**config.mk**
```make
export PLATFORM = sky130hd
export DESIGN_NAME = oam_dma_ctrl
export DESIGN_NICKNAME = d
export VERILOG_FILES = /design/src/rtl/oam_dma_ctrl_pkg.sv /design/src/rtl/oam_dma_ctrl.sv
export SDC_FILE = /design/constraint.sdc
export NUM_CORES = 1
export LEC_CHECK = 0
export CAP_MARGIN = 20
export CORE_MARGIN = 2
export CORE_UTILIZATION = 43
export DETAILED_ROUTE_END_ITERATION = 6
export PLACE_DENSITY = 0.82
export REMOVE_ABC_BUFFERS = 1
export SKIP_LAST_GASP = 1
export SYNTH_ARGS = -nofsm -noshare
export SYNTH_HDL_FRONTEND = slang
export SYNTH_SLANG_ARGS = --single-unit
export TNS_END_PERCENT = 20
```
**constraint.sdc**
```tcl
create_clock -name clock -period 3.2 [get_ports clock]
set_input_delay 0.64 -clock clock [delete_from_list [all_inputs] [get_ports clock]]
set_output_delay 0.64 -clock clock [all_outputs]
set_load 0.005 [all_outputs]
```
**src/rtl/oam_dma_ctrl_pkg.sv**
```systemverilog
// Shared CPU-side definitions for the sprite DMA sequencer: register addresses,
// transfer length and the sequencer state encoding.
package oam_dma_ctrl_pkg;

    localparam logic [15:0] DMA_REG_ADDR  = 16'h4014;
    localparam logic [15:0] OAM_DATA_ADDR = 16'h2004;
    localparam int          XFER_LEN      = 256;

    typedef enum logic [2:0] {
        DMA_IDLE  = 3'd0,
        DMA_HALT  = 3'd1,
        DMA_ALIGN = 3'd2,
        DMA_READ  = 3'd3,
        DMA_WRITE = 3'd4
    } dma_state_t;

endpackage

```
**src/rtl/oam_dma_ctrl.sv**
```systemverilog
// Sprite DMA sequencer: owns the CPU bus, stalls the core and copies one page
// to OAMDATA as alternating get/put cycles; transparent when idle.
module oam_dma_ctrl
    import oam_dma_ctrl_pkg::*;
(
    input  logic        clock,
    input  logic        reset_n,
    input  logic        clock_en,
    input  logic [15:0] cpu_addr,
    input  logic        cpu_r_en,
    input  logic [7:0]  cpu_w_data,
    input  logic [7:0]  mem_r_data,
    output logic [15:0] mem_addr,
    output logic        mem_r_en,
    output logic [7:0]  mem_w_data,
    output logic        cpu_stall,
    output logic        dma_active
);

    localparam int IDX_W = $clog2(XFER_LEN);

    dma_state_t       state;
    logic [7:0]       page;
    logic [IDX_W-1:0] idx;
    logic             put_cycle;
    logic             trigger;

    assign trigger = (state == DMA_IDLE) && (cpu_addr == DMA_REG_ADDR) && !cpu_r_en;

    always_ff @(posedge clock or negedge reset_n) begin
        if (!reset_n) begin
            state     <= DMA_IDLE;
            page      <= '0;
            idx       <= '0;
            put_cycle <= 1'b0;
        end else if (clock_en) begin
            // Parity runs freely so HALT knows whether the next cycle is a get.
            put_cycle <= ~put_cycle;
            case (state)
                DMA_IDLE: begin
                    if (trigger) begin
                        page  <= cpu_w_data;
                        idx   <= '0;
                        state <= DMA_HALT;
                    end
                end
                DMA_HALT:  state <= put_cycle ? DMA_READ : DMA_ALIGN;
                DMA_ALIGN: state <= DMA_READ;
                DMA_READ:  state <= DMA_WRITE;
                DMA_WRITE: begin
                    if (idx == IDX_W'(XFER_LEN - 1)) begin
                        idx   <= '0;
                        state <= DMA_IDLE;
                    end else begin
                        idx   <= idx + 1'b1;
                        state <= DMA_READ;
                    end
                end
                default: state <= DMA_IDLE;
            endcase
        end
    end

    always_comb begin
        mem_addr   = cpu_addr;
        mem_r_en   = cpu_r_en;
        mem_w_data = cpu_w_data;
        case (state)
            DMA_HALT, DMA_ALIGN: begin
                mem_r_en   = 1'b1;
                mem_w_data = '0;
            end
            DMA_READ: begin
                // idx never carries into page: page $FF stays within $FF00..$FFFF.
                mem_addr   = {page, 8'(idx)};
                mem_r_en   = 1'b1;
                mem_w_data = '0;
            end
            DMA_WRITE: begin
                mem_addr   = OAM_DATA_ADDR;
                mem_r_en   = 1'b0;
                mem_w_data = mem_r_data;
            end
            default: ;
        endcase
    end

    assign cpu_stall  = (state != DMA_IDLE);
    assign dma_active = cpu_stall;

endmodule

```
==> results of run 1 <==
==> report_power, final <==
part | internal [W] | switching [W]
Clock | 0.0000696 | 0.0000864
Sequential | 0.000285 | 0.0000565
Combinational | 0.000611 | 0.000482
Total | 0.000965 | 0.000625
==> flip-flops by register name, summed over array words and instances, names as in the netlist <==
name	count
state	3
idx	8
page	8
put_cycle	1
==> layout make-up <==
cell class | instances | area [sq um] | area share
tap | 46 | 57.56 | 0.02548
timing repair buffer | 70 | 680.7 | 0.3014
inverter | 3 | 11.26 | 0.004986
multi-input combinational | 157 | 972.2 | 0.4305
sequential | 20 | 500.5 | 0.2216
clock buffer | 4 | 36.28 | 0.01607
==> how the worst min path moves through the flow <==
stage,end,slack [ps],cells after the start,start
4_1_cts,put_cycle,480,1,put_cycle
5_1_grt,put_cycle,500,1,put_cycle
6_report,put_cycle,480,1,put_cycle
3_5_place_dp,put_cycle,460,1,put_cycle
2_1_floorplan,idx[0],340,0,reset_n
3_3_place_gp,put_cycle,460,1,put_cycle
==> per-stage QoR <==
| stage | area [sq um] | util | std cells |
|---|---|---|---|
| finish | 2258 | 0.6663 | 300 |
| floorplan | 1481 | - | 180 |
| detailed placement | 2220 | 0.6549 | 296 |
| global route | 2258 | 0.6663 | 300 |
| global placement | 2220 | 0.6549 | 296 |
| CTS | 2256 | 0.6656 | 300 |
==> cells by family after synthesis <==
logic type                 after synthesis
muxes                                   18
AOI/OAI and AO/OA                       64
buffers and inverters                   15
and+or+nand+nor                         73
xor gates and xnor gates                 1
adders and majority gates                1
DFF                                     20
==> metal layers <==
layer	global-route usage	share of wire	vias to the layer above
met5	0	0	-
met4	0.06793	0.012	0
met3	0.02857	0.072	7
met2	0.3605	0.45	79
met1	0.3191	0.47	794
li1	-	-	833
==> timing repair <==
| item | CTS | global route |
|---|---|---|
| gates resized for setup | 0 | 1 |
| buffers inserted | 0 | 0 |
| endpoints found under the setup margin | 0 | 14 |
==> placed cells by master, fill, tap and decap left out, types with 2 or more instances in the layout <==
master           synthesis  final
dfrtp_1                 20     20
o21ai_0                 19     19
nor2_1                  19     19
a221o_1                  2      2
and3_1                   3      3
nand2b_1                 3      3
inv_1                    3      3
buf_4                    1      8
o22ai_1                 15     15
nand2_1                 27     26
o31ai_1                  3      3
nand3b_1                 2      2
mux2_2                  17     17
clkbuf_4                 0      3
clkdlybuf4s50_1          0     62
a21oi_1                 21     21
or4_1                    3      3
nand3_1                  6      6
nor2b_1                  2      2
==> worst max-delay path, cell delays in order, from the launching register on <==
cell and delay [ps]:
dfrtp_1 520, inv_1 110, nor2_1 350, buf_4 270
o22ai_1 90, nor2_1 110, clkdlybuf4s50_1 520
==> impl_metrics.prom, run 1 <==
# TYPE chip_impl_metric gauge
chip_impl_info{name="outcome",value="finished clean"} 1
chip_impl_metric{name="antenna_violations_before_repair",unit=""} 0
chip_impl_metric{name="ioPinCount",unit=""} 63
chip_impl_metric{name="gpl.final_weighted_congestion",unit=""} 0.8851
chip_impl_metric{name="nNetsFinal",unit=""} 292
chip_impl_metric{name="dr.pass1.iters",unit=""} 4
chip_impl_info{name="cts_tree",value="built"} 1
chip_impl_metric{name="antenna-diode-count",unit=""} 0
chip_impl_metric{name="max_freq",unit="MHz"} 341.2
chip_impl_metric{name="setup-tns-final",unit="ps"} 0
chip_impl_metric{name="ff2ff_path_depth",unit=""} 6
chip_impl_metric{name="final-setup-viol-count",unit=""} 0
chip_impl_metric{name="core.rowCount",unit=""} 21
chip_impl_info{name="critPathCaptureType",value="output port"} 1
chip_impl_metric{name="numCtsBuffers",unit=""} 3
chip_impl_metric{name="cts-hold-fix-buffers",unit=""} 0
chip_impl_metric{name="routed_wirelength",unit="mm"} 4.470
chip_impl_info{name="reg2reg_to",value="idx[3]"} 1
chip_impl_metric{name="layout-drive-gt1-share",unit=""} 0.1378
chip_impl_metric{name="pwr_density_cell",unit="mW/mm^2"} 703.9
chip_impl_metric{name="overall_global_routing_resource_usage",unit=""} 0.2259
chip_impl_metric{name="die_h",unit="um"} 63.66
chip_impl_metric{name="overflow",unit=""} 0
chip_impl_metric{name="synth_compound_gate_area_share",unit=""} 0.2486
chip_impl_metric{name="cp.arrival",unit="ps"} 2290
chip_impl_metric{name="worstPathRequired",unit="ps"} 2560
chip_impl_metric{name="pre_cts_slack",unit="ps"} 126.9
chip_impl_metric{name="grt_start_max_net_pins",unit=""} 21
chip_impl_info{name="yosys.area.top_type",value="dfrtp_1"} 1
chip_impl_info{name="cts.root.buffer_cell",value="clkbuf_4"} 1
chip_impl_metric{name="cts.htree.levels",unit=""} 1
chip_impl_info{name="setup.worst_path.class",value="reg -> out"} 1
chip_impl_metric{name="worstSkewPairLatency",unit="ps"} 320
chip_impl_metric{name="die_w",unit="um"} 63.66
chip_impl_metric{name="p_leak",unit="nW"} 0.9636
chip_impl_metric{name="adder_cell_area_share_of_the_yosys_netlist",unit=""} 0.008177
chip_impl_metric{name="timing_hold_violations_final",unit=""} 0
chip_impl_metric{name="irDropWorstVdd",unit="V"} 0.0003572
chip_impl_metric{name="post_synth_instance_area",unit="sq mm"} 0.001530
chip_impl_metric{name="synth-seq-cells",unit=""} 20
chip_impl_metric{name="route.vias.total",unit=""} 1713
chip_impl_metric{name="fillers",unit=""} 278
chip_impl_metric{name="grt_pass1_vias",unit=""} 1557
chip_impl_info{name="critPathLaunchType",value="flop"} 1
chip_impl_metric{name="route.antenna.remaining_nets",unit=""} 0
chip_impl_metric{name="syn_warnings",unit=""} 0
chip_impl_metric{name="dpl.hpwl",unit="mm"} 3.286
chip_impl_metric{name="floorplan.initialDensity",unit=""} 0.4515
chip_impl_metric{name="drt-initial-drc-count",unit=""} 84
chip_impl_metric{name="postSynthAreaPerCell",unit="sq um"} 7.970
chip_impl_metric{name="max-cap-violations",unit=""} 0
chip_impl_metric{name="die_area",unit="sq mm"} 0.004052
chip_impl_info{name="rr_startpoint",value="state[2]"} 1
chip_impl_metric{name="slew_violations",unit=""} 0
chip_impl_metric{name="post_synthesis_share_of_cell_area_spent_on_and_or_nand_and_nor_gates",unit=""} 0.2396
chip_impl_info{name="synth.top_cells.by_area",value="dfrtp_1 33%, mux2_2 13%, a21oi_1 6.9%, nand2_1 6.6%, o21ai_0 6.2%"} 1
chip_impl_info{name="critical_path.startpoint",value="state[0]"} 1
chip_impl_info{name="yosysMostFrequentCell",value="nand2_1"} 1
chip_impl_metric{name="synth_async_sr_flop_share",unit=""} 1.000
chip_impl_metric{name="clock-sinks",unit=""} 20
chip_impl_info{name="synth_common_cells",value="27 x nand2_1, 21 x a21oi_1, 20 x dfrtp_1"} 1
chip_impl_metric{name="max-slew-margin-rel",unit=""} 0.3723
chip_impl_metric{name="final_min_period_over_clock_period",unit=""} 0.9159
chip_impl_metric{name="clock_path_buffers",unit=""} 2
chip_impl_metric{name="yosys.cell_types.count",unit=""} 33
chip_impl_metric{name="synthCells",unit=""} 192
chip_impl_metric{name="synthMuxAreaShare",unit=""} 0.1316
chip_impl_metric{name="post_synth_xor_area_fraction",unit=""} 0.005724
chip_impl_metric{name="io_buffers",unit=""} 62
chip_impl_metric{name="fin_hold_ws",unit="ps"} 483.1
chip_impl_metric{name="synth_edf_count",unit=""} 0
chip_impl_metric{name="worst-r2r-setup-slack",unit="ps"} 660
chip_impl_metric{name="wl_per_cell",unit="um"} 14.90
chip_impl_metric{name="total_power",unit="W"} 0.001590
chip_impl_info{name="ys_dominant_reg_cell",value="dfrtp_1"} 1
chip_impl_metric{name="layout_min_cycle_time",unit="ps"} 2931
chip_impl_metric{name="seq_area_frac_synth",unit=""} 0.3271
chip_impl_metric{name="finClkSkew",unit="ps"} 7.947
chip_impl_info{name="cp-endpoint",value="mem_addr[4]"} 1
chip_impl_metric{name="tightestPinTransition",unit="ps"} 938.7
chip_impl_info{name="synth_top_family_by_area",value="compound AO/OA/AOI/OAI gates"} 1
chip_impl_metric{name="viasPerCell",unit=""} 5.710
chip_impl_metric{name="clk_pin_slew",unit="ps"} 130
chip_impl_info{name="timing.hold.worst.class",value="reg -> reg"} 1
chip_impl_metric{name="setup_ws",unit="ps"} 269.2
chip_impl_metric{name="timing.critical_path.fanout_max",unit=""} 12
chip_impl_metric{name="drc_violations_left",unit=""} 0
chip_impl_metric{name="core_area",unit="sq mm"} 0.003390
chip_impl_metric{name="grt_pass1_wl",unit="mm"} 7.383
chip_impl_metric{name="synth_top_area_share",unit=""} 0.3271
chip_impl_metric{name="areaGrowthSynthToFinish",unit="%"} 47.59
chip_impl_info{name="rsz0062_at_grt",value="no"} 1
Note: power is estimated with default switching activity, not from simulation.
==> inputs of run 2 (changes only) <==
--- a/config.mk
+++ b/config.mk
@@ -9,6 +9,7 @@
 export CORE_MARGIN = 2
 export CORE_UTILIZATION = 43
 export DETAILED_ROUTE_END_ITERATION = 6
+export HOLD_SLACK_MARGIN = 0.02
 export PLACE_DENSITY = 0.82
 export REMOVE_ABC_BUFFERS = 1
 export SKIP_LAST_GASP = 1
==> results of run 2 <==
Final layout, timing and power as in run 1 (identical DEF).
==> inputs of run 3 (changes only) <==
--- a/config.mk
+++ b/config.mk
@@ -5,7 +5,6 @@
 export SDC_FILE = /design/constraint.sdc
 export NUM_CORES = 1
 export LEC_CHECK = 0
-export CAP_MARGIN = 20
 export CORE_MARGIN = 2
 export CORE_UTILIZATION = 43
 export DETAILED_ROUTE_END_ITERATION = 6
==> results of run 3 <==
Final layout, timing and power as in run 1 (identical DEF).
